File: config.mk
export PLATFORM = sky130hd
export DESIGN_NAME = adma_descriptor_fetch
export DESIGN_NICKNAME = d
export VERILOG_FILES = /design/src/rtl/adma_pkg.sv /design/src/rtl/adma_desc_parse.sv /design/src/rtl/adma_descriptor_fetch.sv
export SDC_FILE = /design/constraint.sdc
export NUM_CORES = 1
export LEC_CHECK = 0
export ABC_AREA = 1
export CAP_MARGIN = 15
export CORE_UTILIZATION = 32
export DETAILED_ROUTE_END_ITERATION = 8
export GPL_ROUTABILITY_DRIVEN = 0
export SLEW_MARGIN = 20
export SYNTH_ARGS = -nofsm -noshare
export SYNTH_HDL_FRONTEND = slang
export SYNTH_HIERARCHICAL = 1
export SYNTH_SLANG_ARGS = --single-unit
export TNS_END_PERCENT = 10
File: constraint.sdc
create_clock -name clk -period 2.19 [get_ports clk]
set_input_delay 0.3285 -clock clk [delete_from_list [all_inputs] [get_ports clk]]
set_output_delay 0.3285 -clock clk [all_outputs]
set_load 0.02 [all_outputs]
File: src/rtl/adma_pkg.sv
// Shared definitions for the ADMA descriptor path: line width, field bit positions,
// ACT codes and the one-hot fetch FSM state encoding.
package adma_pkg;

  localparam int unsigned DESC_W = 96;

  localparam int unsigned ATTR_VALID_BIT = 0;
  localparam int unsigned ATTR_END_BIT   = 1;
  localparam int unsigned ATTR_INT_BIT   = 2;
  localparam int unsigned ACT_LSB        = 4;
  localparam int unsigned ACT_MSB        = 5;
  localparam int unsigned LEN_LSB        = 16;
  localparam int unsigned LEN_MSB        = 31;
  localparam int unsigned ADR_LSB        = 32;
  localparam int unsigned ADR_MSB        = 95;

  typedef enum logic [1:0] {
    ActNop  = 2'b00,
    ActRsv  = 2'b01,
    ActTran = 2'b10,
    ActLink = 2'b11
  } adma_act_e;

  typedef enum logic [5:0] {
    StIdle = 6'b000001,
    StRd0  = 6'b000010,
    StRd1  = 6'b000100,
    StRd2  = 6'b001000,
    StHold = 6'b010000,
    StErr  = 6'b100000
  } fetch_state_e;

  // Byte address of descriptor word idx; wraps modulo 2^64.
  function automatic logic [63:0] word_addr(input logic [63:0] base, input logic [1:0] idx);
    return base + {60'd0, idx, 2'b00};
  endfunction

endpackage

File: src/rtl/adma_desc_parse.sv
// Pure combinational decode of a 96-bit ADMA descriptor line into its fields.
// The Valid attribute is passed through untouched; the ADMA engine decides what it means.
module adma_desc_parse
  import adma_pkg::*;
(
  input  logic [DESC_W-1:0] desc_line,
  output logic              desc_attr_valid,
  output logic              desc_end,
  output logic              desc_int,
  output logic [1:0]        desc_act,
  output logic [15:0]       desc_len,
  output logic [63:0]       desc_adr
);

  assign desc_attr_valid = desc_line[ATTR_VALID_BIT];
  assign desc_end        = desc_line[ATTR_END_BIT];
  assign desc_int        = desc_line[ATTR_INT_BIT];
  assign desc_act        = desc_line[ACT_MSB:ACT_LSB];
  assign desc_len        = desc_line[LEN_MSB:LEN_LSB];
  assign desc_adr        = desc_line[ADR_MSB:ADR_LSB];

endmodule

File: src/rtl/adma_descriptor_fetch.sv
// Fetches one 96-bit ADMA descriptor as three 32-bit reads and holds it for the engine.
// Define ADMA_ALIGN_CHECK_EN to reject fetch addresses that are not 8-byte aligned.
module adma_descriptor_fetch
  import adma_pkg::*;
#(
  parameter int unsigned TIMEOUT_CYCLES = 255
) (
  input  logic              clk,
  input  logic              reset,
  input  logic              fetch_req,
  input  logic [63:0]       fetch_addr,
  input  logic              fetch_abort,
  output logic              fetch_busy,
  output logic              mem_rd_req,
  output logic [63:0]       mem_addr,
  input  logic              mem_rd_ack,
  input  logic [31:0]       mem_rd_data,
  input  logic              mem_err,
  output logic              desc_valid,
  input  logic              desc_ready,
  output logic [DESC_W-1:0] desc_line,
  output logic              desc_attr_valid,
  output logic              desc_end,
  output logic              desc_int,
  output logic [1:0]        desc_act,
  output logic [15:0]       desc_len,
  output logic [63:0]       desc_adr,
  output logic              fetch_error
);

  localparam logic [7:0] WaitLast = 8'(TIMEOUT_CYCLES - 1);

  fetch_state_e      state_q, state_d;
  logic [63:0]       base_q;
  logic [7:0]        wait_q, wait_d;
  logic [DESC_W-1:0] line_q, line_d;
  logic [63:0]       capture_addr;
  logic              misaligned;
  logic              capture;
  logic              in_rd;
  logic [1:0]        word_idx;

`ifdef ADMA_ALIGN_CHECK_EN
  assign misaligned   = |fetch_addr[2:0];
  assign capture_addr = fetch_addr;
`else
  logic unused_addr_lsb;
  assign unused_addr_lsb = ^fetch_addr[2:0];
  assign misaligned      = 1'b0;
  assign capture_addr    = {fetch_addr[63:3], 3'b000};
`endif

  assign in_rd   = (state_q == StRd0) || (state_q == StRd1) || (state_q == StRd2);
  assign capture = (state_q == StIdle) && fetch_req && !misaligned;

  always_comb begin
    word_idx = 2'd0;
    if (state_q == StRd1) word_idx = 2'd1;
    if (state_q == StRd2) word_idx = 2'd2;
  end

  always_ff @(posedge clk) begin
    if (reset) begin
      state_q <= StIdle;
    end else begin
      state_q <= state_d;
    end
  end

  // Priority inside a read: abort, then bus error, then ack, then timeout.
  always_comb begin
    state_d = state_q;
    unique case (state_q)
      StIdle: begin
        if (fetch_req) state_d = misaligned ? StErr : StRd0;
      end
      StRd0, StRd1, StRd2: begin
        if (fetch_abort) begin
          state_d = StIdle;
        end else if (mem_err) begin
          state_d = StErr;
        end else if (mem_rd_ack) begin
          state_d = (state_q == StRd0) ? StRd1 : (state_q == StRd1) ? StRd2 : StHold;
        end else if (wait_q == WaitLast) begin
          state_d = StErr;
        end
      end
      StHold: begin
        if (fetch_abort || desc_ready) state_d = StIdle;
      end
      StErr:   state_d = StIdle;
      default: state_d = StIdle;
    endcase
  end

  always_comb begin
    fetch_busy  = (state_q != StIdle);
    mem_rd_req  = in_rd;
    mem_addr    = in_rd ? word_addr(base_q, word_idx) : 64'd0;
    desc_valid  = (state_q == StHold);
    fetch_error = (state_q == StErr);
  end

  // Counter is zero outside reads, so entering RD0 and every ack both restart it.
  always_comb begin
    wait_d = 8'd0;
    if (in_rd && !mem_rd_ack) wait_d = wait_q + 8'd1;
  end

  always_comb begin
    line_d = line_q;
    if (in_rd && mem_rd_ack && !mem_err && !fetch_abort) begin
      case (word_idx)
        2'd0:    line_d[31:0]  = mem_rd_data;
        2'd1:    line_d[63:32] = mem_rd_data;
        default: line_d[95:64] = mem_rd_data;
      endcase
    end
  end

  always_ff @(posedge clk) begin
    if (reset) begin
      base_q <= 64'd0;
      wait_q <= 8'd0;
      line_q <= '0;
    end else begin
      if (capture) base_q <= capture_addr;
      wait_q <= wait_d;
      line_q <= line_d;
    end
  end

  assign desc_line = line_q;

  adma_desc_parse u_parse (
    .desc_line       (line_q),
    .desc_attr_valid (desc_attr_valid),
    .desc_end        (desc_end),
    .desc_int        (desc_int),
    .desc_act        (desc_act),
    .desc_len        (desc_len),
    .desc_adr        (desc_adr)
  );

endmodule

==> results.sh, run 1 <==
export IMPL_skew_ps=18.3
export IMPL_timing_rr_start="state_q[0]"
export IMPL_tns_ps=-27000
export IMPL_wl_per_cell_um=15.7
export IMPL_drive_above_1_share=0.244
export IMPL_grt_use_total=0.231
export IMPL_postRouteAntennaNets=0
export IMPL_fmax_mhz=355
export IMPL_min_path_type="reg2reg"
export IMPL_endpoint_kind="primary output"
export IMPL_failed_checks="setup timing"
export IMPL_vias=9895
export IMPL_viasPerCell=4.65
export IMPL_cts_tree="built"
export IMPL_final_common_cell="clkdlybuf4s50_1"
export IMPL_clockBufferDepth=2
export IMPL_grt_most_used_layer="met2"
export IMPL_fin_area_mm2=0.0146
export IMPL_antenna_found_initial=2
export IMPL_cts_max_level=4
export IMPL_grt_pass1_vias=9353
export IMPL_hold_end="desc_line[6]"
export IMPL_firstDrtPassIters=5
export IMPL_slew_viol_final=0
export IMPL_synth_seq_cells=171
export IMPL_post_route_util=0.538
export IMPL_synth_largest_area_cell="dfxtp_1"
export IMPL_hp_start="desc_line[6]"
export IMPL_grtUsageMet3=0.0373
export IMPL_r2r_end="desc_line[77]"
export IMPL_syn_inst=1321
export IMPL_core_mm2=0.0272
export IMPL_clock_sinks=171
export IMPL_syn_cell_area_mm2=0.00896
export IMPL_total_leakage_power_nw=5.63
export IMPL_synth_avg_cell_area_um2=6.78
export IMPL_chipHeight_um=169
export IMPL_crit_required_ps=1860
export IMPL_finalPower_mw=10.8
export IMPL_worstPathMaxFanout=5
export IMPL_critPathKind="reg2out"
export IMPL_worstPathArrival_ps=2490
export IMPL_ir_worst_vdd_v=0.000472
export IMPL_hold_buffers=0
export IMPL_ys_seq_area_frac=0.382
export IMPL_io_buffers=346
export IMPL_finalSetupViolations=60
export IMPL_crit_start="state_q[0]"
export IMPL_power_density_mw_per_mm2=738
export IMPL_rsz0062_at_grt="yes"
export IMPL_synth_top_area_frac=0.382
export IMPL_cap_violations=0
export IMPL_dieArea_mm2=0.0287
export IMPL_insertion_delay_ps=440
export IMPL_r2r_cells=11
export IMPL_hold_viol_final=0
export IMPL_cts_made_buffers=17
export IMPL_ys_warn_count=6
export IMPL_status="finished with violations"
export IMPL_drc=0
export IMPL_grtUsageMet1=0.274
export IMPL_drt_wl_total_um=33400
export IMPL_holdPathStages=2
export IMPL_die_w_um=169
export IMPL_gr_total_overflow=0
export IMPL_final_nets=1847
export IMPL_layout_common_cells="clkdlybuf4s50_1, buf_4, nor2_1"
export IMPL_drtIter0Drc=711
export IMPL_met2_usage=0.413
export IMPL_io_pins=352
export IMPL_fp_row_count=60
export IMPL_place_ws_ps=-860
export IMPL_synthTopCellsByArea="dfxtp_1, nor2_1, o21ai_0"
export IMPL_cts_root_buf="clkbuf_16"
export IMPL_hpwl_um=26100
export IMPL_setup_ws_ps=-631
export IMPL_placed_area_mm2=0.0136
export IMPL_ys_types=37
export IMPL_start_kind="flip-flop"
export IMPL_grt_pass1_wl_um=51100
export IMPL_layout_min_cycle_time_ps=2820
export IMPL_worst_r2r_setup_slack_ps=230
export IMPL_grt_max_degree=65
export IMPL_syn2layout_area_growth_pct=63.1
export IMPL_post_route_period_util=1.29
export IMPL_path_clk_slew_ps=70
export IMPL_initial_core_util=0.330
-- final cells by class --
class,count,area [um^2]
diodes,1,2.50
clock buffers,18,439
multi-input cells,858,4590
flip-flops and latches,171,3430
repair buffers,540,4920
well taps,372,465
fillers,2713,12600
clock inverters,14,179
inverters,152,584
-- through the flow --
| step | hold WS, ps | std cells |
|---|---|---|
| 4_1_cts | 444 | 2123 |
| 3_5_place_dp | 434 | 2085 |
| 5_1_grt | 454 | 2126 |
| 3_3_place_gp | 431 | 2085 |
| 2_1_floorplan | 398 | 1322 |
| 6_report | 442 | 2126 |
-- worst max-delay path by stage --
stage                     cells past startpoint      endpoint  slack (ps)
after floorplan                              10  mem_addr[26]         -20
after global placement                       13  mem_addr[26]        -840
after detailed placement                     13  mem_addr[26]        -860
after CTS                                    16  mem_addr[52]        -590
after global routing                         15  mem_addr[42]        -740
final                                        14  mem_addr[42]        -630
-- cells by family after synthesis --
family,Yosys count,share of synthesized area
other,1,0.000418
AO/OA/AOI/OAI,297,0.167
XOR/XNOR,34,0.0332
buffers and inverters,293,0.165
adder cells (fa/ha/maj),4,0.00558
AND/OR/NAND/NOR,521,0.247
flip-flops,171,0.382
-- what timing repair did --
action | 4_1_cts | 5_1_grt
pin swaps | 31 | 21
gates resized for setup | 383 | 53
buffers inserted | 6 | 2
endpoints found under the setup margin | 65 | 65
-- critical path: stages (launching register included) --
cell	delay (ps)
dfxtp_2	340
nor2_4	120
nand3_2	100
inv_2	100
ha_4	180
inv_4	40
nor2_4	220
buf_6	150
nand2_4	70
buf_6	160
inv_6	70
nand3_4	80
xor2_1	180
nor2_1	120
buf_4	150
-- flip-flops by register name, summed over array words and instances (netlist names) --
name       count
base_q        61
wait_q         8
desc_line     96
state_q        6
-- synthesized netlist by cell type --
library cell	number
a21oi_1	131
a31oi_1	3
and2_1	1
and3_1	1
buf_1	1
buf_2	7
buf_4	87
buf_6	6
clkbuf_1	39
clkbuf_2	1
conb_1	1
dfxtp_1	171
ha_1	4
inv_1	150
inv_2	2
nand2_1	186
nand3_1	44
nand3_2	3
nand3_4	1
nand3b_1	1
nand4_1	10
nand4_2	2
nand4_4	1
nor2_1	222
nor2_2	7
nor2_4	1
nor2_8	1
nor3_1	36
nor3_2	1
nor3b_1	1
nor4_1	1
o21ai_0	156
o21ai_1	6
o21bai_1	1
or2_2	1
xnor2_1	5
xor2_1	29
-- metal layers --
metal / up-vias / part of all wire
li1: 4981 / -
met4: 2 / 0.028
met3: 61 / 0.058
met1: 4485 / 0.41
met2: 366 / 0.51
met5: - / 0.00060
-- power by group --
part	switching [mW]	leakage (nW)	total [mW]	internal, mW
registers	0.384	1.39	3.95	3.57
clock network	1.52	0.303	3.20	1.68
logic	2.02	3.93	3.64	1.62
Power figures use the tool's default switching activity.
==> inputs of run 2 (changes only) <==
--- a/config.mk
+++ b/config.mk
@@ -7,9 +7,13 @@
 export LEC_CHECK = 0
 export ABC_AREA = 1
 export CAP_MARGIN = 15
-export CORE_UTILIZATION = 32
+export CORE_AREA = 2 2 136 138
+export CTS_BUF_LIST = sky130_fd_sc_hd__clkbuf_4 sky130_fd_sc_hd__clkbuf_8
 export DETAILED_ROUTE_END_ITERATION = 8
+export DIE_AREA = 0 0 138 140
+export DONT_BUFFER_PORTS = 1
 export GPL_ROUTABILITY_DRIVEN = 0
+export PLACE_DENSITY = 0.68
 export SLEW_MARGIN = 20
 export SYNTH_ARGS = -nofsm -noshare
 export SYNTH_HDL_FRONTEND = slang
==> run 2 against run 1 <==
  * The flow still finishes with violations (setup timing)
  * Worst hold slack lost 420 ps
  * Final cell count shrank 24%
  * Count of clock-buffer cells in the layout shrank 1
  * Cell area is 26% lower
  * Non-clock buffer count shrank 362
  * Sequential power rose by 4%
  * Largest cell class is now multi-input combinational cells
  * First-iteration DRC count down 5.5%
  * Critical endpoint is now mem_addr[46]
  * Utilization grew 7.1 points
  * Critical path depth did not move
  * Clock power is 27% lower
==> results.sh, run 2 (synthesis results as in run 1) <==
export IMPL_status="finished with violations"
export IMPL_core_mm2=0.0178
export IMPL_grt_max_degree=70
export IMPL_critPathMaxStageDelay_ps=350
export IMPL_path_clk_slew_ps=100
export IMPL_io_buffers=0
export IMPL_cts_made_buffers=17
export IMPL_cts_root_buf="clkbuf_8"
export IMPL_worstPathMaxFanout=5
export IMPL_power_density_mw_per_mm2=837
export IMPL_vias=8842
export IMPL_r2r_cells=9
export IMPL_timing_rr_start="state_q[2]"
export IMPL_drtIter0Drc=672
export IMPL_layout_common_cells="nor2_1, dfxtp_1, nand2_1"
export IMPL_final_common_cell="nor2_1"
export IMPL_post_route_util=0.609
export IMPL_critPathMostFrequentCell="inv_2"
export IMPL_grt_pass1_wl_um=42800
export IMPL_insertion_delay_ps=470
export IMPL_dieArea_mm2=0.0193
export IMPL_grt_use_total=0.278
export IMPL_drt_wl_total_um=28300
export IMPL_syn2layout_area_growth_pct=20.7
export IMPL_io_pins=352
export IMPL_cts_max_level=4
export IMPL_cap_violations=0
export IMPL_chipHeight_um=140
export IMPL_cts_tree="built"
export IMPL_start_kind="flip-flop"
export IMPL_crit_family="simple AND/OR/NAND/NOR gates"
export IMPL_ir_worst_vdd_v=0.000733
export IMPL_worst_r2r_setup_slack_ps=130
export IMPL_cp_cell_sequence="inv_2 -> nor2_4 -> nand3_2 -> inv_2 -> ha_4 -> inv_2 -> nor2_4 -> nand3_2 -> buf_4 -> inv_1 -> nand3_1 -> xor2_1 -> nor2_1 -> buf_4"
export IMPL_drc=0
export IMPL_worstSetupEndpoint="mem_addr[46]"
export IMPL_crit_start="state_q[3]"
export IMPL_largest_reg_flops=96
export IMPL_cp_depth=14
export IMPL_netSwitchingPower_mw=3.57
export IMPL_comb_power_share=0.291
export IMPL_drive_above_1_share=0.208
export IMPL_critPathKind="reg2out"
export IMPL_min_path_type="in2reg"
export IMPL_viasPerCell=5.45
export IMPL_finalSetupViolations=59
export IMPL_fp_row_count=49
export IMPL_hpwl_um=20600
export IMPL_post_route_period_util=1.29
export IMPL_endpoint_kind="primary output"
export IMPL_clock_sinks=171
export IMPL_cpMaxStageDelayCell="dfxtp_2"
export IMPL_final_nets=1485
export IMPL_postRouteAntennaNets=0
export IMPL_crit_buf_inv=6
export IMPL_worstPathArrival_ps=2510
export IMPL_crit_required_ps=1860
export IMPL_fmax_mhz=353
export IMPL_switching_share=0.394
export IMPL_firstDrtPassIters=5
export IMPL_wl_per_cell_um=17.4
export IMPL_antenna_found_initial=1
export IMPL_rsz0062_at_grt="yes"
export IMPL_clockBufferDepth=2
export IMPL_setup_ws_ps=-644
export IMPL_initial_core_util=0.504
export IMPL_hold_viol_final=0
export IMPL_die_w_um=138
export IMPL_gr_total_overflow=0
export IMPL_p_int_mw=5.49
export IMPL_layout_min_cycle_time_ps=2830
export IMPL_failed_checks="setup timing"
export IMPL_slew_viol_final=0
export IMPL_skew_ps=15.3
export IMPL_tns_ps=-29040
export IMPL_total_leakage_power_nw=4.02
export IMPL_max_slew_margin_rel=0.579
export IMPL_grt_pass1_vias=8163
export IMPL_clockPowerShare=0.257
export IMPL_pwr_share_seq=0.451
export IMPL_r2r_end="base_q[56]"
export IMPL_tightest_slew_ps=630
==> run 2: cell count changes in the layout (fill, tap and decap cells not counted), moves of 5 or more <==
cell             previous run  this run
buf_4                     216       117
dfxtp_1                   162       168
dlygate4sd3_1               0        48
clkdlybuf4s50_1           280         0
buf_2                      11         0
buf_6                      18         7
clkbuf_16                  17         0
dfxtp_2                     9         3
clkbuf_8                    1        17
inv_2                      10        15
==> run 2: layout make-up <==
cell class                      instances  area [um^2]
Antenna cell                            1         2.50
Clock buffer                           17          234
Timing Repair Buffer                  178         1560
Multi-Input combinational cell        858         4570
Clock inverter                         15          171
Tap cell                              229          287
Sequential cell                       171         3430
Inverter                              152          574
Fill cell                            1590         6960
==> run 2: metal layers <==
metal	wire (um)	GRT usage	up-vias	part of all wire
li1	-	-	4257	-
met1	11200	0.338	4021	0.40
met2	13500	0.464	487	0.48
met3	2490	0.0735	77	0.088
met4	1060	0.125	0	0.038
met5	0	0	-	0
==> run 2: worst min-delay path by stage <==
stage,startpoint,endpoint,cells after the start
detailed placement,reset,desc_line[58],1
CTS,fetch_abort,state_q[5],3
floorplan,reset,desc_line[51],1
finish,fetch_addr[19],base_q[19],2
global placement,reset,desc_line[62],1
global route,fetch_addr[19],base_q[19],2
==> run 2: power by group through the flow <==
stage                     combinational (mW)  clock, mW  sequential [mW]
after global routing                    2.89       2.50             4.14
after CTS                               2.54       2.37             4.07
after detailed placement                2.34          0             4.11
after floorplan                         1.66          0             3.98
final                                   2.64       2.33             4.09
after global placement                  2.31          0             4.11
==> run 2: metrics by stage <==
stage	area [um^2]	power [mW]	setup slack (ps)	hold slack, ps	instances
after CTS	10700	8.98	-597	0.248	1616
final	10800	9.06	-644	22.5	1621
after global placement	9440	6.42	-293	400	1530
after detailed placement	9440	6.45	-325	402	1530
after global routing	10800	9.53	-760	3.00	1621
after floorplan	9100	5.65	-18.8	398	1322
==> run 2: what timing repair did <==
item	4_1_cts	5_1_grt
buffers inserted	6	4
hold buffers	48	0
resized for setup	86	32
hold endpoints to repair	48	0
pin swaps	28	20
endpoints found under the setup margin	60	67
